$ cat src/rtl/nibble_serial_adder_ctrl_if.sv
// Request/result bundle between the control unit (master) and the serial adder (slave).
interface nibble_serial_adder_ctrl_if #(
  parameter int WIDTH = 32
);
  logic             start;
  logic             sub;
  logic [WIDTH-1:0] a;
  logic [WIDTH-1:0] b;
  logic             busy;
  logic             done;
  logic [WIDTH-1:0] sum;
  logic             cout;
  logic             overflow;

  modport master (
    output start, sub, a, b,
    input  busy, done, sum, cout, overflow
  );

  modport slave (
    input  start, sub, a, b,
    output busy, done, sum, cout, overflow
  );
endinterface

$ cat src/rtl/nibble_serial_adder_ctrl.sv
// Add/sub WIDTH-bit operands through one external 4-bit slice, LSB nibble first; done NIBBLES+1 cycles after start.
// start is ignored while busy (no queuing); SERIAL_ADD_OVF_EN builds the signed-overflow flag, else it is tied 0.
module nibble_serial_adder_ctrl #(
  parameter int WIDTH = 32
) (
  input  logic       clk,
  input  logic       reset_n,
  nibble_serial_adder_ctrl_if.slave bus,
  output logic [3:0] fa_x,
  output logic [3:0] fa_y,
  output logic       fa_cin,
  input  logic [3:0] fa_s,
  input  logic       fa_cout
);
  localparam int NIBBLES = WIDTH / 4;
  localparam int IDXW    = $clog2(NIBBLES);
  localparam int MSB     = WIDTH - 1;

  typedef enum logic [1:0] {IDLE, RUN, DONE} state_t;

  state_t           state, state_nxt;
  logic [IDXW-1:0]  idx;
  logic             carry;
  logic [WIDTH-1:0] opa, opb;
  logic [WIDTH-1:0] sum_q;
  logic             cout_q;
  logic             accept;
  logic             last;

  assign last = (idx == IDXW'(NIBBLES - 1));

  always_ff @(posedge clk) begin
    if (!reset_n) state <= IDLE;
    else          state <= state_nxt;
  end

  always_comb begin
    state_nxt = state;
    accept    = 1'b0;
    fa_x      = 4'd0;
    fa_y      = 4'd0;
    fa_cin    = 1'b0;
    case (state)
      IDLE: begin
        if (bus.start) begin
          accept    = 1'b1;
          state_nxt = RUN;
        end
      end
      RUN: begin
        fa_x   = opa[4*idx +: 4];
        fa_y   = opb[4*idx +: 4];
        fa_cin = carry;
        if (last) state_nxt = DONE;
      end
      DONE: begin
        // A start in the done cycle chains straight into the next operation.
        if (bus.start) begin
          accept    = 1'b1;
          state_nxt = RUN;
        end else begin
          state_nxt = IDLE;
        end
      end
      default: state_nxt = IDLE;
    endcase
  end

  always_ff @(posedge clk) begin
    if (!reset_n) begin
      idx    <= '0;
      carry  <= 1'b0;
      opa    <= '0;
      opb    <= '0;
      sum_q  <= '0;
      cout_q <= 1'b0;
    end else if (accept) begin
      // Subtraction is a + ~b + 1: invert B once and seed the carry with 1.
      opa    <= bus.a;
      opb    <= bus.sub ? ~bus.b : bus.b;
      carry  <= bus.sub;
      idx    <= '0;
      sum_q  <= '0;
      cout_q <= 1'b0;
    end else if (state == RUN) begin
      sum_q[4*idx +: 4] <= fa_s;
      carry             <= fa_cout;
      if (last) begin
        idx    <= '0;
        cout_q <= fa_cout;
      end else begin
        idx <= idx + 1'b1;
      end
    end
  end

`ifdef SERIAL_ADD_OVF_EN
  logic ovf_q;

  always_ff @(posedge clk) begin
    if (!reset_n)
      ovf_q <= 1'b0;
    else if (accept)
      ovf_q <= 1'b0;
    else if (state == RUN && last)
      ovf_q <= (opa[MSB] == opb[MSB]) & (fa_s[3] != opa[MSB]);
  end

  assign bus.overflow = ovf_q;
`else
  assign bus.overflow = 1'b0;
`endif

  assign bus.busy = (state == RUN);
  assign bus.done = (state == DONE);
  assign bus.sum  = sum_q;
  assign bus.cout = cout_q;
endmodule

$ cat src/flat_wrapper.sv
// flat-port wrapper written by rule: the top's interface ports become plain ports
module nibble_serial_adder_ctrl_flat 
#(
  parameter int WIDTH = 32
)
  (clk, reset_n, fa_x, fa_y, fa_cin, fa_s, fa_cout, bus_start, bus_sub, bus_a, bus_b, bus_busy, bus_done, bus_sum, bus_cout, bus_overflow);
  nibble_serial_adder_ctrl_if #(.WIDTH(WIDTH)) bus_i ();
  input  logic clk;
  input  logic reset_n;
  output logic [3:0] fa_x;
  output logic [3:0] fa_y;
  output logic fa_cin;
  input  logic [3:0] fa_s;
  input  logic fa_cout;
  input wire logic [$bits(bus_i.start)-1:0] bus_start;
  input wire logic [$bits(bus_i.sub)-1:0] bus_sub;
  input wire logic [$bits(bus_i.a)-1:0] bus_a;
  input wire logic [$bits(bus_i.b)-1:0] bus_b;
  output wire logic [$bits(bus_i.busy)-1:0] bus_busy;
  output wire logic [$bits(bus_i.done)-1:0] bus_done;
  output wire logic [$bits(bus_i.sum)-1:0] bus_sum;
  output wire logic [$bits(bus_i.cout)-1:0] bus_cout;
  output wire logic [$bits(bus_i.overflow)-1:0] bus_overflow;
  assign bus_i.start = bus_start;
  assign bus_i.sub = bus_sub;
  assign bus_i.a = bus_a;
  assign bus_i.b = bus_b;
  assign bus_busy = bus_i.busy;
  assign bus_done = bus_i.done;
  assign bus_sum = bus_i.sum;
  assign bus_cout = bus_i.cout;
  assign bus_overflow = bus_i.overflow;
  nibble_serial_adder_ctrl #(.WIDTH(WIDTH)) u_core (.clk(clk), .reset_n(reset_n), .bus(bus_i), .fa_x(fa_x), .fa_y(fa_y), .fa_cin(fa_cin), .fa_s(fa_s), .fa_cout(fa_cout));
endmodule
$ cat config.mk
export PLATFORM = sky130hd
export DESIGN_NAME = nibble_serial_adder_ctrl_flat
export DESIGN_NICKNAME = d
export VERILOG_FILES = /design/src/rtl/nibble_serial_adder_ctrl_if.sv /design/src/rtl/nibble_serial_adder_ctrl.sv /design/src/flat_wrapper.sv
export SDC_FILE = /design/constraint.sdc
export NUM_CORES = 1
export LEC_CHECK = 0
export ABC_AREA = 1
export ABC_CLOCK_PERIOD_IN_PS = 5600
export BUFFER_PORTS_ARGS = -buffer_cell sky130_fd_sc_hd__buf_4
export CAP_MARGIN = 0
export CORE_ASPECT_RATIO = 0.75
export CORE_UTILIZATION = 30
export DETAILED_ROUTE_END_ITERATION = 8
export HOLD_SLACK_MARGIN = 0.05
export SLEW_MARGIN = 20
export SYNTH_ARGS = -nofsm -noshare
export SYNTH_HDL_FRONTEND = slang
export SYNTH_SLANG_ARGS = --single-unit
$ cat constraint.sdc
create_clock -name clk -period 5.6 [get_ports clk]
set_clock_uncertainty 0.05 [all_clocks]
set_input_delay 0.56 -clock clk [delete_from_list [all_inputs] [get_ports clk]]
set_output_delay 0.56 -clock clk [all_outputs]
set_load 0.01 [all_outputs]
# [Yosys cells after proc, flatten, opt, wreduce, memory -nomap -nowiden]
# Index checks and enable logic that the tools add are counted.
[totals] regBits=103 output_inout_bits=45
[op_classes] n_shift=4 n_reduce_logical=6 n_bitwise=2 n_eq_ne=5 n_addsub=2 n_mux=14
[ops] op="$shiftx A32 B6 Y4" n=2
[ops] op="$neg A5 Y34" n=1
[ops] op="$shift A4 B34 Y32 const A" n=1
[ops] op="$shiftx A4 B34 Y32" n=1
[ops] op="$bwmux W32" n=1
[ops] op="$mux W32" n=1
[ops] op="$not A32 Y32" n=1
[ops] op="$mux W4" n=2
[ops] op="$mux W1" n=6
[ops] op="$pmux W2 S3" n=1
[ops] op="$mux W2" n=2
[ops] op="$reduce_and A2 Y1" n=2
[ops] op="$reduce_or A2 Y1" n=2
[ops] op="$add A3 B1 Y3 const B" n=1
[ops] op="$eq A3 B3 Y1 const B" n=1
[ops] op="$mux W3" n=1
[ops] op="$eq A2 B1 Y1 const B" n=1
[ops] op="$eq A2 B2 Y1 const B" n=1
[ops] op="$logic_not A2 Y1" n=1
[ops] op="$ne A2 B1 Y1 const B" n=1
[ops] op="$ne A2 B2 Y1 const B" n=1
[ops] op="$reduce_bool A2 Y1" n=1
[ops] op="$not A1 Y1" n=1

# [Longest topological paths before layout]
# Gate-level depths: netlist of run 1.
[logic_depth] ltp_word=4 depth_mapped=12

# [Least setup slack after synthesis of run 1]
# No wires, ideal clock.
[synth_path] path_kind="flip-flop to flip-flop" from="register u_core.idx[0]" to="register u_core.sum_q[29] (netlist: u_core.bus.sum[29])" setup_ns=0.116 synth_period_minus_slack_ns=2.117 stages_incl_launch_ff=12 arrival_time_ns=1.951 setup_slack_ns=3.483 n_path_buf=2 cell_sequence="dfxtp_1 > buf_4 > inv_4 > buf_2 > ha_1 > ha_1 > inv_2 > nand2_1 > nor2_1 > nand2_1 > o21ai_0 > nor2_1"
[synth_via] elab_chain_len=3 word_cells_on_any_way=4 classes_between="add/sub: 1; shift: 2; mux: 1"
[synth_lines] element="from (decl)" line_no="nibble_serial_adder_ctrl.sv:22" text="logic [IDXW-1:0] idx;"
[synth_lines] element="from (signal assigned)" line_no="nibble_serial_adder_ctrl.sv:92" text="idx <= idx + 1'b1;"
[synth_lines] element="$neg A5 Y34 *" line_no="nibble_serial_adder_ctrl.sv:86" text="sum_q[4*idx +: 4] <= fa_s;"
[synth_lines] element="$shiftx A4 B34 Y32 / $shift A4 B34 Y32 (equally long branches)" line_no="nibble_serial_adder_ctrl.sv:86"
[synth_lines] element="$bwmux W32 *" line_no="nibble_serial_adder_ctrl.sv:86"
[synth_lines] element="to (signal, indexed assignment)" line_no="nibble_serial_adder_ctrl.sv:86"
[synth_lines] element="to (decl)" line_no="nibble_serial_adder_ctrl.sv:25" text="logic [WIDTH-1:0] sum_q;"
# Every way passes the cells marked *; elsewhere a longest branch is shown, timed or not.
# A chain may end at the register's enable or synchronous reset.

# [Final worst setup path of run 1]
[layout_path] from="register u_core.idx[0]" to="output fa_x[2]"
[layout_via] elab_chain_len=2
[layout_lines] element="$shiftx A32 B6 Y4" line_no="nibble_serial_adder_ctrl.sv:51" text="fa_x = opa[4*idx +: 4];"
[layout_lines] element="$mux W4" line_no="nibble_serial_adder_ctrl.sv:43" text="case (state)"
[layout_lines] element="to (decl)" line_no="flat_wrapper.sv:10" text="output logic [3:0] fa_x;"
# No other way between the ends.

==> impl_metrics.csv, run 1 <==
group,metric,value,unit
worst_setup_path,cpPeakStageDelay,0.88,ns
logic_synthesis,synth_edf_count,0,
logic_synthesis,synth_cells,726,
worst_setup_path,reg2reg_depth,9,
worst_setup_path,crit_arrival,2.37,ns
outcome,status,"complete, no violations",
sta,worst_slew_pin_slew,0.839,ns
cts,cts_sinks,103,
cts,cts_root_buffer,"clkbuf_16",
logic_synthesis,synth_area_leaders,"dfxtp_1 (41%), nand2_1 (9.2%), a21oi_1 (8.8%)",
floorplan,die_h,114,µm
detailed_routing,vias,4644,
cts,clk_pin_slew_worst_paths,0.07,ns
floorplan,initial_core_util,31.0,%
worst_setup_path,critical_path_buf_inv_count,2,
cts,cts-resized-gates,0,
cts,post_cts_buffers,0,
floorplan,std_cell_rows,40,
sta,fmax,335,MHz
worst_setup_path,crit_family,"flip-flops",
sta,rsz0062_at_grt,"false",
logic_synthesis,ys_types,27,
detailed_routing,met1_length,7190,µm
grt,antenna_found_initial,0,
final_layout,antennaDiodeCount,0,
logic_synthesis,ys_warn_count,0,
detailed_routing,wl_per_cell,13.2,µm
worst_hold_path,holdPathStages,2,
worst_setup_path,end_kind,"output pin",
logic_synthesis,ys_seq_area_share,41.0,%
placement,dpl_cell_area,0.00594,mm²
floorplan,dieArea,0.0173,mm²
worst_setup_path,start_kind,"register",
final_layout,finalInstanceArea,0.00622,mm²
sta,finalCritPeriodShare,53.2,%
sta,timing.setup.tns,0,ns
placement,portBuffers,116,
sta,finalSetupViolCount,0,
sta,min_period,2.98,ns
logic_synthesis,synth_most_common_cell,"nand2_1",
detailed_routing,ant_nets,0,
logic_synthesis,synthFlopType,"dfxtp_1",
sta,whs,0.405,ns
logic_synthesis,ys_ff_latch,103,
job,drv_cap,0,
cts,cts_max_level,3,
logic_synthesis,netlist_area,0.00503,mm²
cts,clk_latency,0.35,ns
detailed_routing,wl,13500,µm
sta,slew_viol_final,0,
grt,grt_max_degree,74,
worst_setup_path,cp.depth,7,
logic_synthesis,syn-num-nets,806,
detailed_routing,drtIter0Drc,299,
cts,cts_tree,"done",
grt,grt_overflow,0,
final_layout,drive_above_1_share,18.3,%
placement,gp_routability_congestion,0.849,
cts,clk_path_buf_depth,2,
detailed_routing,dr_wl_met3,760,µm
worst_setup_path,cpMaxStageDelayCell,"dfxtp_2",
power,ir_worst_vdd,0.146,mV
sta,report.final.hold_viol_count,0,
detailed_routing,drtPass1Iterations,4,
cts,cts_hold_buf,0,
logic_synthesis,avgSynthCellArea,6.93,µm²
worst_setup_path,critical_path_class,"reg -> out",
logic_synthesis,synth_area_leader_cell,"dfxtp_1",
power,p_leak,2.66,nW
logic_synthesis,synth_top_area_share,41.0,%
sta,slew_headroom,44.1,%
detailed_routing,via_per_inst,4.54,
detailed_routing,drcViolationCount,0,
worst_hold_path,hp-class,"reg -> reg",
worst_setup_path,reg2reg_slack,2.66,ns
grt,grt_pass1_wl,21900,µm
final_layout,final.fill_count,1780,
worst_setup_path,crit_chain,"inv_4, nand2_1, nand3_1, nand3_1, nand2_1, nor2_1, buf_4",
power,power,1.68,mW
grt,grt_usage,16.5,%
logic_synthesis,synth_common_cells,"nand2_1 (123), dfxtp_1 (103), nor2_1 (101), a21oi_1 (88), o21ai_0 (82)",
power,power_density,270,mW/mm²
floorplan,core_area,0.0162,mm²
grt,first_global_vias,4299,
worst_setup_path,crit_required,4.99,ns
floorplan,die_w,151,µm
floorplan,io_pins,118,
placement,dp_hpwl,9750,µm
detailed_routing,route.met2.wl,5430,µm
cts,cts_made_buffers,9,
final_layout,nNetsFinal,888,
detailed_routing,top_layer,"met4",
worst_setup_path,crit_fanout,46,
logic_synthesis,ys_async_sr_fraction,0,%
final_layout,syn_to_final_growth,23.6,%
## placed cells by master (no fill, tap or decap), drive strengths merged
| cell | instances |
|---|---|
| a21oi | 88 |
| nor2 | 106 |
| o21ai | 84 |
| conb | 1 |
| clkbuf | 11 |
| buf | 117 |
| dfxtp | 103 |
| nand2 | 125 |
| clkinvlp | 2 |
| nand4 | 5 |
| inv | 74 |
| ha | 7 |
| xnor2 | 32 |
| or2 | 4 |
| nand3 | 47 |
| clkinv | 3 |
| nor3 | 4 |
## per-stage QoR
| stage | setup slack [ns] | cells | util (%) |
|---|---|---|---|
| 5_1_grt | 2.32 | 1023 | 38.3 |
| 6_report | 2.62 | 1023 | 38.3 |
| 3_3_place_gp | 2.75 | 1007 | 36.6 |
| 4_1_cts | 2.63 | 1023 | 38.3 |
| 2_1_floorplan | 3.48 | 726 | - |
| 3_5_place_dp | 2.67 | 1007 | 36.6 |
## worst paths after layout
| check | start | end |
|---|---|---|
| setup reg to reg | u_core.idx[0] | u_core.bus.sum[21] |
| hold reg to reg | u_core.opa[15] | u_core.opa[15] |
| hold / removal | u_core.opa[15] | u_core.opa[15] |
| setup / recovery | u_core.idx[0] | fa_x[2] |
## power by group
| part | internal (mW) | total (mW) | switching, mW | leakage [nW] |
|---|---|---|---|---|
| clock | 0.313 | 0.595 | 0.282 | 0.132 |
| sequential | 0.777 | 0.803 | 0.0260 | 0.846 |
| combinational | 0.115 | 0.283 | 0.168 | 1.69 |
| total | 1.21 | 1.68 | 0.477 | 2.66 |
## worst reg2reg max path, stage by stage (launching register included)
cell and delay, ns:
dfxtp_2 0.88, inv_4 0.33, ha_1 0.33, ha_1 0.38
inv_2 0.15, nand2_1 0.06, nor2_1 0.23, nand2_1 0.16
o21ai_0 0.20, nor2_1 0.06
## flip-flops by register name, summed over array words and instances (netlist names)
signal           flops
u_core.bus.sum      32
u_core.bus.cout      1
u_core.state         2
u_core.opa          32
u_core.carry         1
u_core.idx           3
u_core.opb          32
## layer usage
metal  track usage (%)  up-vias
met5                 0        -
met4              5.15        0
met3              3.94       11
met2              23.1      105
met1              24.5     2049
li1                  -     2479
## area by class of cell
class,count,area (µm²),area share [%]
clock buffer,11,243,3.90
clock inverter,5,33.8,0.543
inverter,74,283,4.55
multi-input combinational,503,2450,39.5
sequential,103,2060,33.2
tap,210,263,4.23
timing repair buffer,117,878,14.1
## cells by family (layout without fill, tap and decap cells)
group	after synthesis	in the layout	synth area share, %
buffers and inverters	120	207	10.2
adders and majority gates	7	7	1.74
DFF	103	103	41.0
and+or+nand+nor	291	291	24.3
other	1	1	0.0746
xor gates and xnor gates	32	32	5.57
AOI/OAI and AO/OA	172	172	17.1
Note: power is estimated with default switching activity, not from simulation.
==> run 2: changes to the inputs <==
--- a/config.mk
+++ b/config.mk
@@ -6,7 +6,7 @@
 export NUM_CORES = 1
 export LEC_CHECK = 0
 export ABC_AREA = 1
-export ABC_CLOCK_PERIOD_IN_PS = 5600
+export ABC_CLOCK_PERIOD_IN_PS = 2500
 export BUFFER_PORTS_ARGS = -buffer_cell sky130_fd_sc_hd__buf_4
 export CAP_MARGIN = 0
 export CORE_ASPECT_RATIO = 0.75
==> constraint.sdc (replaced) <==
create_clock -name clk -period 2.5 [get_ports clk]
set_clock_uncertainty 0.05 [all_clocks]
set_input_delay 0.25 -clock clk [delete_from_list [all_inputs] [get_ports clk]]
set_output_delay 0.25 -clock clk [all_outputs]
set_load 0.01 [all_outputs]
==> run 2 against run 1 <==
Against the previous run: sequential power is 120% higher; sequential share of layout area down 0.39 points; first-iteration DRC count down 5.4%; critical path depth up 2; cell count grew 0.78%; setup slack got worse by 2.2 ns; global-route usage barely moved; via count increased by 0.56%; largest power group unchanged.
==> impl_metrics.csv, run 2 (same netlist as run 1, synthesis figures left out) <==
group,metric,value,unit
grt,grt_pass1_wl,22100,µm
grt,antenna_found_initial,0,
final_layout,utilization,38.8,%
power,switchingPower,1.10,mW
power,power,3.82,mW
cts,clk_path_buf_depth,2,
final_layout,stdcell_count,1031,
detailed_routing,drtPass1Iterations,5,
worst_setup_path,end_kind,"register",
cts,cts_root_buffer,"clkbuf_16",
final_layout,drive_above_1_share,19.2,%
detailed_routing,top_layer,"met4",
sta,report.final.hold_viol_count,0,
sta,timing.setup.tns,0,ns
grt,grt_usage,16.5,%
power,switching_share,28.7,%
final_layout,final_cell_mix,"buf_4 (125), nand2_1 (123), dfxtp_1 (102)",
power,power_density,608,mW/mm²
floorplan,core_area,0.0162,mm²
floorplan,die_w,151,µm
detailed_routing,drtIter0Drc,283,
floorplan,initial_core_util,31.0,%
sta,finalCritPeriodShare,85.2,%
grt,first_global_vias,4230,
sta,slew_headroom,59.4,%
floorplan,std_cell_rows,40,
cts,clk_pin_slew_worst_paths,0.08,ns
placement,dp_hpwl,9700,µm
worst_setup_path,crit_chain,"inv_4, ha_1, ha_1, inv_2, nand2_1, nor2_1, nand2_1, o21ai_0, nor2_1",
worst_setup_path,critical_path_class,"reg -> reg",
final_layout,antennaDiodeCount,0,
detailed_routing,wl,13800,µm
worst_setup_path,start_kind,"register",
cts,post_cts_buffers,0,
power,p_int,2.72,mW
floorplan,io_pins,118,
final_layout,finalInstanceArea,0.00629,mm²
placement,portBuffers,116,
final_layout,final.fill_count,1782,
sta,slew_viol_final,0,
placement,dpl_cell_area,0.00600,mm²
detailed_routing,met1_length,7360,µm
power,power_frac_seq,46.5,%
cts,cts_tree,"done",
detailed_routing,vias,4670,
sta,min_period,2.13,ns
cts,cts-resized-gates,0,
final_layout,nNetsFinal,896,
worst_setup_path,cpMaxStageDelayCell,"ha_1",
placement,gp_routability_congestion,0.853,
worst_setup_path,crit_fanout,20,
cts,clk_latency,0.34,ns
worst_hold_path,hp-class,"in -> reg",
sta,fmax,469,MHz
cts,cts_max_level,3,
cts,cts_made_buffers,9,
final_layout,syn_to_final_growth,25.1,%
detailed_routing,ant_nets,0,
detailed_routing,drcViolationCount,0,
grt,grt_overflow,0,
grt,grt_max_degree,60,
power,power_frac_comb,17.4,%
power,ir_worst_vdd,0.306,mV
sta,finalSetupViolCount,0,
cts,cts_hold_buf,0,
detailed_routing,wl_per_cell,13.3,µm
final_layout,final_common_cell,"buf_4",
outcome,status,"complete, no violations",
sta,worst_slew_pin_slew,0.608,ns
job,drv_cap,0,
sta,rsz0062_at_grt,"false",
placement,dp_cells,1015,
cts,cts_sinks,103,
detailed_routing,route.met2.wl,5610,µm
floorplan,dieArea,0.0173,mm²
floorplan,die_h,114,µm
worst_setup_path,cpPeakStageDelay,0.38,ns
detailed_routing,dr_wl_met3,695,µm
power,clkPwrFrac,36.1,%
worst_setup_path,crit_arrival,2.32,ns
power,p_leak,2.71,nW
worst_setup_path,crit_required,2.69,ns
detailed_routing,via_per_inst,4.53,
run 2: cell count changes in the layout (fill, tap and decap cells not counted):
cell,change
buf_4,+8
inv_6,+3
clkinv_2,-2
clkbuf_1,-1
clkinv_4,+1
clkinvlp_4,-1
run 2: final timing paths:
kind                        from                 end  slack [ns]  depth (start not counted)
hold reg to reg   u_core.opa[15]      u_core.opa[15]        0.40                          2
hold / removal          bus_a[0]       u_core.opa[0]        0.11                          3
setup / recovery   u_core.idx[0]  u_core.bus.sum[20]        0.37                          9
setup reg to reg   u_core.idx[0]  u_core.bus.sum[20]        0.37                          9
run 2: routing by layer:
layer  GRT usage (%)  vias up
li1                -     2499
met1            25.4     2058
met2            23.1      107
met3            2.99        6
met4            4.62        0
met5               0        -
run 2: critical path, delay by kind of cell, from the launching register on:
kind	cells	cell delay (ns)
adders and majority gates	2	0.62
and+or+nand+nor	4	0.52
DFF	1	0.35
AOI/OAI and AO/OA	1	0.22
buffers and inverters	2	0.25
run 2: power by group through the flow:
stage	sequential, mW	clock (mW)	combinational, mW
6_report	1.78	1.38	0.663
5_1_grt	1.79	1.49	0.752
4_1_cts	1.78	1.42	0.666
3_5_place_dp	1.82	0	0.661
3_3_place_gp	1.82	0	0.660
2_1_floorplan	1.81	0	0.455
run 2: area by class of cell:
cell class                 instances  area (µm²)  share of cell area, %
inverter                          74         283                   4.49
multi-input combinational        503        2450                   39.0
clock buffer                      10         239                   3.80
clock inverter                     6        51.3                  0.815
timing repair buffer             125         938                   14.9
sequential                       103        2060                   32.8
tap                              210         263                   4.18
run 2: per-stage QoR:
stage | hold slack (ns) | setup WS, ns
floorplan | 0.345 | 0.383
global placement | 0.391 | 0.488
detailed placement | 0.395 | 0.399
CTS | 0.0944 | 0.374
global route | 0.116 | 0.170
finish | 0.107 | 0.370
